[src/rtl/uart_tx_buffered.sv]
// Memory-mapped 8N1 UART transmitter with a small byte FIFO.
// A start strobe drains the FIFO as back-to-back frames and raises a sticky completion flag.
module uart_tx_buffered #(
  parameter int unsigned UART_Nbit  = 8,
  parameter int unsigned baudrate   = 9600,
  parameter int unsigned clk_freq   = 50000000,
  parameter int unsigned FIFO_DEPTH = 4
) (
  input  logic                          clk,
  input  logic                          reset,
  input  logic [UART_Nbit-1:0]          wdata,
  input  logic                          store_en,
  input  logic                          start,
  input  logic                          clr_tx_flag,
  output logic                          SerialDataOut,
  output logic                          tx_busy,
  output logic                          tx_flag,
  output logic [$clog2(FIFO_DEPTH):0]   fifo_count,
  output logic                          fifo_full,
  output logic                          overflow
);

  localparam int unsigned CLKS_PER_BIT = clk_freq / baudrate;
  localparam int unsigned CNT_W = (CLKS_PER_BIT > 1) ? $clog2(CLKS_PER_BIT) : 1;
  localparam int unsigned IDX_W = (UART_Nbit > 1) ? $clog2(UART_Nbit) : 1;
  localparam int unsigned PTR_W = (FIFO_DEPTH > 1) ? $clog2(FIFO_DEPTH) : 1;
  localparam int unsigned CW    = $clog2(FIFO_DEPTH) + 1;

  localparam logic [CNT_W-1:0] CntLast   = CNT_W'(CLKS_PER_BIT - 1);
  localparam logic [IDX_W-1:0] IdxLast   = IDX_W'(UART_Nbit - 1);
  localparam logic [PTR_W-1:0] PtrLast   = PTR_W'(FIFO_DEPTH - 1);
  localparam logic [CW-1:0]    CountFull = CW'(FIFO_DEPTH);

  typedef enum logic [1:0] {StIdle, StStart, StData, StStop} state_e;

  state_e               state_q, state_d;
  logic [CNT_W-1:0]     cnt_q, cnt_d;
  logic [IDX_W-1:0]     idx_q, idx_d;
  logic [UART_Nbit-1:0] shift_q, shift_d;
  logic                 line_q, line_d;
  logic                 busy_q, busy_d;
  logic                 flag_q, flag_d;
  logic                 ovf_q, ovf_d;
  logic [PTR_W-1:0]     wr_ptr_q, wr_ptr_d;
  logic [PTR_W-1:0]     rd_ptr_q, rd_ptr_d;
  logic [CW-1:0]        count_q, count_d;
  logic [UART_Nbit-1:0] mem_q [FIFO_DEPTH];

  logic empty, full, bit_end, pop, push, drop, flag_set;

  assign empty   = (count_q == '0);
  assign full    = (count_q == CountFull);
  assign bit_end = (cnt_q == CntLast);

  // Transmit FSM; a pop loads the head byte straight into the shift register.
  always_comb begin
    state_d  = state_q;
    cnt_d    = cnt_q;
    idx_d    = idx_q;
    shift_d  = shift_q;
    pop      = 1'b0;
    flag_set = 1'b0;
    case (state_q)
      StIdle: begin
        if (start && !empty) begin
          pop     = 1'b1;
          shift_d = mem_q[rd_ptr_q];
          idx_d   = '0;
          cnt_d   = '0;
          state_d = StStart;
        end
      end
      StStart: begin
        if (bit_end) begin
          cnt_d   = '0;
          state_d = StData;
        end else begin
          cnt_d = cnt_q + CNT_W'(1);
        end
      end
      StData: begin
        if (bit_end) begin
          cnt_d   = '0;
          shift_d = shift_q >> 1;
          if (idx_q == IdxLast) begin
            state_d = StStop;
          end else begin
            idx_d = idx_q + IDX_W'(1);
          end
        end else begin
          cnt_d = cnt_q + CNT_W'(1);
        end
      end
      StStop: begin
        if (bit_end) begin
          cnt_d = '0;
          if (!empty) begin
            pop     = 1'b1;
            shift_d = mem_q[rd_ptr_q];
            idx_d   = '0;
            state_d = StStart;
          end else begin
            flag_set = 1'b1;
            state_d  = StIdle;
          end
        end else begin
          cnt_d = cnt_q + CNT_W'(1);
        end
      end
      default: state_d = StIdle;
    endcase
  end

  // Line and busy are registered from the next state so they track it with no extra lag.
  always_comb begin
    line_d = 1'b1;
    case (state_d)
      StStart: line_d = 1'b0;
      StData:  line_d = shift_d[0];
      default: line_d = 1'b1;
    endcase
    busy_d = (state_d != StIdle);
  end

  // A pop in the same cycle frees a slot, so a push to a full FIFO still lands.
  always_comb begin
    push     = store_en && (!full || pop);
    drop     = store_en && full && !pop;
    wr_ptr_d = wr_ptr_q;
    rd_ptr_d = rd_ptr_q;
    count_d  = count_q;
    if (push) wr_ptr_d = (wr_ptr_q == PtrLast) ? '0 : wr_ptr_q + PTR_W'(1);
    if (pop)  rd_ptr_d = (rd_ptr_q == PtrLast) ? '0 : rd_ptr_q + PTR_W'(1);
    case ({push, pop})
      2'b10:   count_d = count_q + CW'(1);
      2'b01:   count_d = count_q - CW'(1);
      default: count_d = count_q;
    endcase
    flag_d = flag_set | (flag_q & ~clr_tx_flag);
    ovf_d  = drop | (ovf_q & ~clr_tx_flag);
  end

  always_ff @(posedge clk or negedge reset) begin
    if (!reset) begin
      state_q  <= StIdle;
      cnt_q    <= '0;
      idx_q    <= '0;
      shift_q  <= '0;
      line_q   <= 1'b1;
      busy_q   <= 1'b0;
      flag_q   <= 1'b0;
      ovf_q    <= 1'b0;
      wr_ptr_q <= '0;
      rd_ptr_q <= '0;
      count_q  <= '0;
    end else begin
      state_q  <= state_d;
      cnt_q    <= cnt_d;
      idx_q    <= idx_d;
      shift_q  <= shift_d;
      line_q   <= line_d;
      busy_q   <= busy_d;
      flag_q   <= flag_d;
      ovf_q    <= ovf_d;
      wr_ptr_q <= wr_ptr_d;
      rd_ptr_q <= rd_ptr_d;
      count_q  <= count_d;
    end
  end

  // Storage needs no reset: emptiness is tracked by count and pointers.
  always_ff @(posedge clk) begin
    if (push) mem_q[wr_ptr_q] <= wdata;
  end

  assign SerialDataOut = line_q;
  assign tx_busy       = busy_q;
  assign tx_flag       = flag_q;
  assign fifo_count    = count_q;
  assign fifo_full     = full;
  assign overflow      = ovf_q;

endmodule
[config.mk]
export PLATFORM = sky130hd
export DESIGN_NAME = uart_tx_buffered
export DESIGN_NICKNAME = d
export VERILOG_FILES = /design/src/rtl/uart_tx_buffered.sv
export SDC_FILE = /design/constraint.sdc
export NUM_CORES = 1
export LEC_CHECK = 0
export BUFFER_PORTS_ARGS = -buffer_cell sky130_fd_sc_hd__buf_2
export CORE_MARGIN = 4
export CORE_UTILIZATION = 55
export DETAILED_ROUTE_END_ITERATION = 7
export GPL_TIMING_DRIVEN = 0
export PLACE_DENSITY = 0.73
export SYNTH_ARGS = -nofsm -noshare
export SYNTH_HDL_FRONTEND = slang
export SYNTH_SLANG_ARGS = --single-unit
[constraint.sdc]
create_clock -name clk -period 5.3 [get_ports clk]
set_clock_uncertainty 0.05 [all_clocks]
set_input_delay 1.325 -clock clk [delete_from_list [all_inputs] [get_ports clk]]
set_output_delay 1.325 -clock clk [all_outputs]
set_load 0.05 [all_outputs]
# Yosys cells after proc, flatten, opt, wreduce, memory -nomap -nowiden
# Memory sizes are Yosys's and may differ from the RTL's.
# Cells that the tools add are included.
# classes
n_addsub	6
eq_ne	17
n_mux	34
n_bitwise	5
n_reduce_logical	16
# ops
operator	count
2-to-1 mux 8 bit	4
2-to-1 mux 13 bit	2
one-hot mux 13 bit (2 select lines)	1
one-hot mux 8 bit (3 select lines)	1
2-to-1 mux 3 bit	5
2-to-1 mux 2 bit	7
adder 13 x 1 -> 13 bit, second input constant	1
equality test 13 bit, second input constant	1
equality test 2 bit, second input constant	6
inequality test 2 bit, second input constant	5
2-to-1 mux 1 bit	9
one-hot mux 3 bit (3 select lines)	1
one-hot mux 2 bit (4 select lines)	1
adder 3 x 1 -> 3 bit, second input constant	2
equality test 2 x 1 -> 1 bit, second input constant	3
equality test 3 bit, second input constant	2
one-hot mux 3 bit (2 select lines)	1
AND reduction 6 bit	1
AND reduction 5 bit	1
adder 2 x 1 -> 2 bit, second input constant	2
logical AND 1 bit	4
one-hot mux 1 bit (2 select lines)	2
nonzero test 2 bit	2
zero test 1 bit	3
other kinds (9)	11
# totals
reg_bits	37
ramBits	32
inputBits	13
output_inout_bits	8
word_cells	91
n_memories	1
# memory_table
memory	depth	word_bits	rd	rd_clocked_by_memory_dff	wr	line_no	text
mem_q	4	8	1	0	1	47	logic [UART_Nbit-1:0] mem_q [FIFO_DEPTH];

# Logic depth before layout (Yosys ltp)
# Gate-level depths: netlist of the first run.
# depth
depth_word	9
mapped_depth	10
ltp_nobuf	10

# Worst setup path before layout of the first run
# Ideal clock, no wire load.
# synth_timing
path_type	input to register
startpoint	in start
endpoint	reg count_q[1] (netlist: fifo_count[1])
setup_ns	0.082
arrival_time_ns	2.970
required_time_ns	5.168
setup_slack_ns	2.198
stages	7
n_path_buf	0
cell_sequence	nand2_1 > o41a_1 > nor3_1 > or2b_1 > fa_1 > mux2_2 > o22ai_1
# synth_via
elab_chain_len	7
word_cells_on_any_way	9
cone_classes	eq/ne: 2; mux: 3; reduce/logical: 4
# synth_rtl
item	line_no	text
start: declaration	13	input logic start,
logical AND 1 bit (*)	65	if (start && !empty) begin
2-to-1 mux 1 bit (*)	65	
one-hot mux 1 bit (2 select lines) (*)	63	case (state_q)
logical OR 1 bit	127	push = store_en && (!full || pop);
logical AND 1 bit	127	
equality test 2 x 1 -> 1 bit or equality test 2 bit (tied branches)	134	case ({push, pop})
one-hot mux 3 bit (2 select lines) or nonzero test 2 bit (tied branches)	--	
end signal: assignment	167	count_q <= count_d;
end: declaration	46	logic [CW-1:0] count_q, count_d;
# Mark *: on every way between the ends. The rest lies on a longest branch, timed or not.
# A chain may end at the register's enable or synchronous reset.

# Final worst setup path of the first run
# layout_timing
startpoint	reg cnt_q[5]
endpoint	reg count_q[1] (netlist: fifo_count[1])
# layout_via
elab_chain_len	7
word_cells_on_any_way	9
cone_classes	eq/ne: 3; mux: 3; reduce/logical: 3
# layout_rtl
item	line_no	text
start: declaration	37	logic [CNT_W-1:0] cnt_q, cnt_d;
start signal: assignment	158	cnt_q <= cnt_d;
equality test 13 bit (*)	53	assign bit_end = (cnt_q == CntLast);
2-to-1 mux 1 bit (*)	95	if (bit_end) begin
one-hot mux 1 bit (2 select lines) (*)	63	
logical OR 1 bit	127	
logical AND 1 bit	127	
equality test 2 x 1 -> 1 bit or equality test 2 bit (tied branches)	134	
one-hot mux 3 bit (2 select lines) or nonzero test 2 bit (tied branches)	--	
# Marks and branches as above.

==> metrics.cfg, run 1 <==
[place]
place_area_um2 = 3687
dp_hpwl_um = 4708
dp_cells = 386
io_buffers = 20
gp_congestion = 0.8955
pre_cts_ws_ns = 1.781

[clock_network]
clk_pin_slew_worst_paths_ns = 0.08
cts_made_buffers = 9
cts_max_level = 3
cts_resized = 0
worstSkewPairLatency_ns = 0.35
clkSinkCount = 69
cts_buffer_depth = 2
cts_tree = done
cts_setup_buffers = 0
clock-root-buffer = clkbuf_8
holdBufCountCts = 0

[synthesis]
synthFlopType = dfrtp_1
synth-seq-area-share = 0.5405
yosys.area.top_type = edfxtp_1
avgSynthCellArea_um2 = 12.00
ys.warnings.count = 0
async_reset_ff_frac = 0.5362
synth_cell_types = 61
synth_cells = 291
synth_area_leaders = edfxtp_1 28%, dfrtp_1 26%, mux4_2 5.2%
synthesis.nets = 318
syn-cell-area_um2 = 3493
synth_seq_cells = 69
synth_top_area_frac = 0.2751
synth-edff-count = 32

[critical_path]
crit_type = reg -> reg
worst_path_dominant_cell_family = simple AND/OR/NAND/NOR gates
endpoint_kind = register
max_stage_delay_ns = 0.58
crit_path_start_kind = register
crit_fanout = 6
arrival_ns = 3.55
critPathSlowestCell = nor3_1
ff2ff_setup_slack_ns = 1.97
cp.required_ns = 5.52
worstPathCellList = or4b_1 -> buf_2 -> o41a_1 -> nor3_1 -> or2b_1 -> fa_1 -> mux2_2 -> o22ai_1
critPathBufInv = 1

[final_layout]
fin_area_um2 = 3880
fin_cells = 402
nets = 349
layout-drive-gt1-share = 0.1865
fillCellCount = 468
finish.utilization = 0.6439
synthToLayoutAreaGrowth_pct = 11.07
antennaDiodeCount = 0

[global_route]
grt_pass1_wl_um = 12030
overflow = 0
grtUsageMet3 = 0.04610
gr-usage-met1 = 0.2902
grt_max_degree = 38
top_usage_layer = met2
grt_usage = 0.2033
grt_antenna_before_repair = 0
use_met2 = 0.3041
grt_pass1_vias = 2432

[job]
maxCapViolCount = 0

[run_status]
status = finished clean

[sta]
rsz0062_at_grt = false
period_needed_ns = 3.331
setup_tns_ns = 0
period_share = 0.6285
setup_slack_ns = 1.969
worst_hold_slack_ns = 0.4570
slew_headroom = 0.4616
final_max_slew_viol_count = 0
fmax_mhz = 300.2
worstMarginPinSlew_ns = 0.8075
setup_viol = 0
hold_viol = 0

[power_and_ir_drop]
clkPwrFrac = 0.297
p_int_uw = 915.3
seq_power_share = 0.497
total_power_mw = 1.368
power_leakage_nw = 1.460
p_per_area_nw_per_um2 = 352.5
power_frac_comb = 0.207
power_switching_uw = 452.5
swShare = 0.3308
ir_drop_v = 0.0002360

[routing]
ant_nets = 0
num_vias = 2477
viasPerCell = 6.162
drc_errors = 0
drtIter0Drc = 338
wirelength_um = 6745
dr.pass1.iters = 5
wire_per_inst_um = 16.78

[worst_hold_path]
hp-class = reg -> reg

[floorplanning]
row_count = 28
fp.coreArea_um2 = 6026
io_pins = 21
die-area_um2 = 7690
start_util = 0.5797
die_w_um = 87.70
dieHeight_um = 87.70

## metal layers
| metal | vias up | wire length (um) |
|---|---|---|
| li1 | 1188 | - |
| met1 | 1206 | 3208 |
| met2 | 73 | 3129 |
| met3 | 10 | 316 |
| met4 | 0 | 90 |
| met5 | - | 0 |
## cells by family after synthesis
| family | count (synthesis) | share of synthesized area |
|---|---|---|
| compound gates | 77 | 0.1504 |
| xor+xnor | 4 | 0.01003 |
| fa+ha+maj | 14 | 0.05229 |
| buf+inv | 26 | 0.03868 |
| flops | 69 | 0.5405 |
| mux | 14 | 0.07199 |
| simple gates | 87 | 0.1361 |
## flip-flops by register name (all words and copies together) (netlist names), 2 cells and up
name and count:
mem_q 32, cnt_q 13, wr_ptr_q 2, idx_q 3, fifo_count 3, shift_q 8, rd_ptr_q 2, state_q 2
## area by class of cell
class / instances / area [um2] / share of cell area
sequential: 69 / 1888 / 0.4866
buffer: 13 / 86.33 / 0.02225
timing repair buffer: 20 / 100.1 / 0.02580
multi-input combinational: 196 / 1470 / 0.3789
inverter: 13 / 48.80 / 0.01258
clock inverter: 7 / 68.82 / 0.01774
tap: 75 / 93.84 / 0.02419
clock buffer: 9 / 123.9 / 0.03193
## final timing paths
check,from,endpoint,cells after the start
worst min-delay path,tx_flag,tx_flag,1
max in group asynchronous,reset,wr_ptr_q[1],1
worst max register to register,cnt_q[5],fifo_count[1],8
worst max-delay path,cnt_q[5],fifo_count[1],8
min in group asynchronous,reset,idx_q[2],1
worst min register to register,tx_flag,tx_flag,1
## synth_stat cells (all sizes together), types with 2 or more instances
library cell  number
a21o               2
a21oi              3
a31oi              7
a32o               2
a32oi              6
and2               5
buf                5
clkbuf             7
dfrtp             36
edfxtp            32
ha                13
inv               13
mux2               3
mux2i              3
mux4               8
nand2             26
nand2b             5
nand3              9
nand3b             2
nand4              5
nand4b             2
nor2               8
nor3               7
nor4               4
o211ai             2
o21ai             33
o31ai             11
or3                3
xnor2              2
xor2               2
## power groups by stage
stage	Sequential, mW	Clock, mW	Combinational, mW
after detailed placement	0.691	0	0.286
after CTS	0.680	0.412	0.286
after floorplan	0.727	0	0.165
after global routing	0.688	0.444	0.314
after global placement	0.685	0	0.278
final	0.680	0.406	0.282
## cells in the final DEF, fill, tap and decap left out, drive strengths merged, types with 2 or more instances in the layout
cell type	count
a21o	2
nor4	4
mux2	3
a31oi	7
nand3	9
nand4b	2
a32o	2
or3	3
nand3b	2
buf	25
xor2	2
clkinvlp	2
and2	5
mux4	8
clkinv	2
nand2b	5
ha	13
a21oi	3
nor2	8
o31ai	11
mux2i	3
o21ai	33
clkbuf	16
a32oi	6
nand2	26
inv	16
nor3	7
dfrtp	36
edfxtp	32
o211ai	2
xnor2	2
nand4	5
## worst reg2reg max path, cell delays in order, from the launching register on
cell and delay, ns:
dfrtp_1 0.45, or4b_1 0.51, buf_2 0.17, o41a_1 0.33
nor3_1 0.58, or2b_1 0.30, fa_1 0.44, mux2_2 0.27
o22ai_1 0.13
No activity file was read; power rests on OpenSTA's default activity.
==> inputs of run 2 (changes only) <==
==> constraint.sdc (replaced) <==
create_clock -name clk -period 3.29 [get_ports clk]
set_clock_uncertainty 0.05 [all_clocks]
set_input_delay 0.8225 -clock clk [delete_from_list [all_inputs] [get_ports clk]]
set_output_delay 0.8225 -clock clk [all_outputs]
set_load 0.05 [all_outputs]
==> metrics.cfg, run 2 (synthesized netlist as in run 1, its figures left out) <==
[critical_path]
worstPathCellList = or4b_1 -> buf_2 -> o41a_1 -> nor3_4 -> or2b_1 -> fa_1 -> mux2_2 -> o22ai_1  ; was or4b_1 -> buf_2 -> o41a_1 -> nor3_1 -> or2b_1 -> fa_1 -> mux2_2 -> o22ai_1
ff2ff_setup_slack_ns = 0.25  ; was 1.97 ns
arrival_ns = 3.26  ; was 3.55 ns
reg2reg_from = cnt_q[5]  ; unchanged
critPathSlowestCell = or4b_1  ; was nor3_1
crit_type = reg -> reg  ; unchanged
max_stage_delay_ns = 0.51  ; was 0.58 ns
r2r_end = fifo_count[1]  ; unchanged
reg2reg_depth = 8  ; unchanged
endpoint = fifo_count[1]  ; unchanged
crit_fanout = 6  ; unchanged
cp.required_ns = 3.51  ; was 5.52 ns
endpoint_kind = register  ; unchanged
crit_path_start_kind = register  ; unchanged
startpoint = cnt_q[5]  ; unchanged

[final_layout]
top_register = mem_q  ; unchanged
layout-drive-gt1-share = 0.1896  ; was 0.1865
fin_cells = 402  ; unchanged
most-common-layout-cells = 36 x dfrtp_1, 32 x o21ai_0, 32 x edfxtp_1, 26 x nand2_1, 21 x buf_2  ; unchanged
fillCellCount = 467  ; was 468
fin_area_um2 = 3891  ; was 3880 um2
finish.utilization = 0.6458  ; was 0.6439
reg_top3 = mem_q x32, cnt_q x13, shift_q x8  ; unchanged
layout_commonest_cell = dfrtp_1  ; unchanged
antennaDiodeCount = 0  ; unchanged
nets = 349  ; unchanged
synthToLayoutAreaGrowth_pct = 11.39  ; was 11.07%
largest_reg_flops = 32  ; unchanged

[routing]
viasPerCell = 6.082  ; was 6.162
wirelength_um = 6788  ; was 6745 um
num_vias = 2445  ; was 2,477
drc_errors = 0  ; unchanged
wire_per_inst_um = 16.89  ; was 16.78 um
drtIter0Drc = 339  ; was 338
ant_nets = 0  ; unchanged
dr.pass1.iters = 4  ; was 5

[floorplanning]
start_util = 0.5797  ; unchanged
die_w_um = 87.70  ; unchanged
dieHeight_um = 87.70  ; unchanged
fp.coreArea_um2 = 6026  ; unchanged
row_count = 28  ; unchanged
io_pins = 21  ; unchanged
die-area_um2 = 7690  ; unchanged

[clock_network]
cts_made_buffers = 9  ; unchanged
clkSinkCount = 69  ; unchanged
clock-root-buffer = clkbuf_8  ; unchanged
cts_setup_buffers = 0  ; unchanged
worstSkewPairLatency_ns = 0.35  ; about the same
cts_buffer_depth = 2  ; unchanged
cts_tree = done  ; unchanged
cts_max_level = 3  ; unchanged
clk_pin_slew_worst_paths_ns = 0.08  ; about the same

[global_route]
grt_antenna_before_repair = 0  ; unchanged
grt_pass1_wl_um = 12050  ; was 12,030 um
grt_pass1_vias = 2443  ; was 2,432
grt_max_degree = 38  ; unchanged
grt_usage = 0.2037  ; was 0.2033
overflow = 0  ; unchanged

[power_and_ir_drop]
power_leakage_nw = 1.459  ; was 1.460 nW
p_per_area_nw_per_um2 = 567.4  ; was 352.5 nW/um2
ir_drop_v = 0.0003797  ; was 0.0002360 V

[sta]
worstMarginPinSlew_ns = 0.8070  ; was 0.8075 ns
worst_hold_slack_ns = 0.4555  ; was 0.4570 ns
rsz0062_at_grt = false  ; unchanged
slew_headroom = 0.4620  ; was 0.4616
hold_viol = 0  ; unchanged
setup_viol = 0  ; unchanged
period_needed_ns = 3.043  ; was 3.331 ns
period_share = 0.9248  ; was 0.6285
fmax_mhz = 328.7  ; was 300.2 MHz
final_max_slew_viol_count = 0  ; unchanged

[place]
dp_cells = 386  ; unchanged
dp_hpwl_um = 4708  ; unchanged
place_area_um2 = 3687  ; unchanged
gp_congestion = 0.8955  ; unchanged
io_buffers = 20  ; unchanged

[worst_hold_path]
whs_path_depth = 1  ; unchanged
hp-class = reg -> reg  ; unchanged

[job]
maxCapViolCount = 0  ; unchanged

[run_status]
status = finished clean  ; unchanged

## run 2: repair_timing
action | 4_1_cts | 5_1_grt
setup endpoints to repair | 1 | 1
hold buffers | 0 | 0
endpoints found under the hold margin | 0 | 0
resized for setup | 1 | 1
## run 2: layer usage
metal,track usage,routed length [um],vias up
li1,-,-,1182
met1,0.2890,3203,1188
met2,0.3068,3173,62
met3,0.04610,299,13
met4,0.07950,111,0
met5,0,0,-
## run 2: worst min-delay path by stage
stage | end | slack, ns | startpoint
2_1_floorplan | cnt_q[12] | 0.41 | cnt_q[12]
3_3_place_gp | overflow | 0.43 | overflow
3_5_place_dp | shift_q[7] | 0.45 | shift_q[7]
4_1_cts | shift_q[7] | 0.47 | shift_q[7]
5_1_grt | shift_q[5] | 0.49 | shift_q[5]
6_report | tx_flag | 0.46 | tx_flag
## run 2: stage by stage
stage	TNS, ns	total power [mW]	worst slack, ns
after floorplan	0	1.437	0.3057
after global placement	0	1.551	0.05769
after detailed placement	-0.002133	1.574	-0.002133
after CTS	0	2.222	0.1998
after global routing	0	2.335	0.06067
final	0	2.208	0.2473
## run 2: layout make-up
class                      instances  area [um2]  share of cell area
timing repair buffer              20       100.1             0.02572
multi-input combinational        196        1481              0.3807
inverter                          13       48.80             0.01254
clock inverter                     7       68.82             0.01768
clock buffer                       9       123.9             0.03183
tap                               75       93.84             0.02412
sequential                        69        1888              0.4852
buffer                            13       86.33             0.02219
## run 2: power breakdown
group          switching [mW]  internal (mW)
logic                   0.300          0.159
clock network           0.362          0.291
registers              0.0709           1.02
total                   0.733           1.47
## run 2: critical path: cells and delay by family (launching register included)
| kind | cells | cell delay (ns) |
|---|---|---|
| AND/OR/NAND/NOR | 3 | 1.07 |
| AO/OA/AOI/OAI | 2 | 0.50 |
| flip-flops | 1 | 0.46 |
| adder cells (fa/ha/maj) | 1 | 0.44 |
| multiplexers | 1 | 0.28 |
| buffers and inverters | 1 | 0.17 |
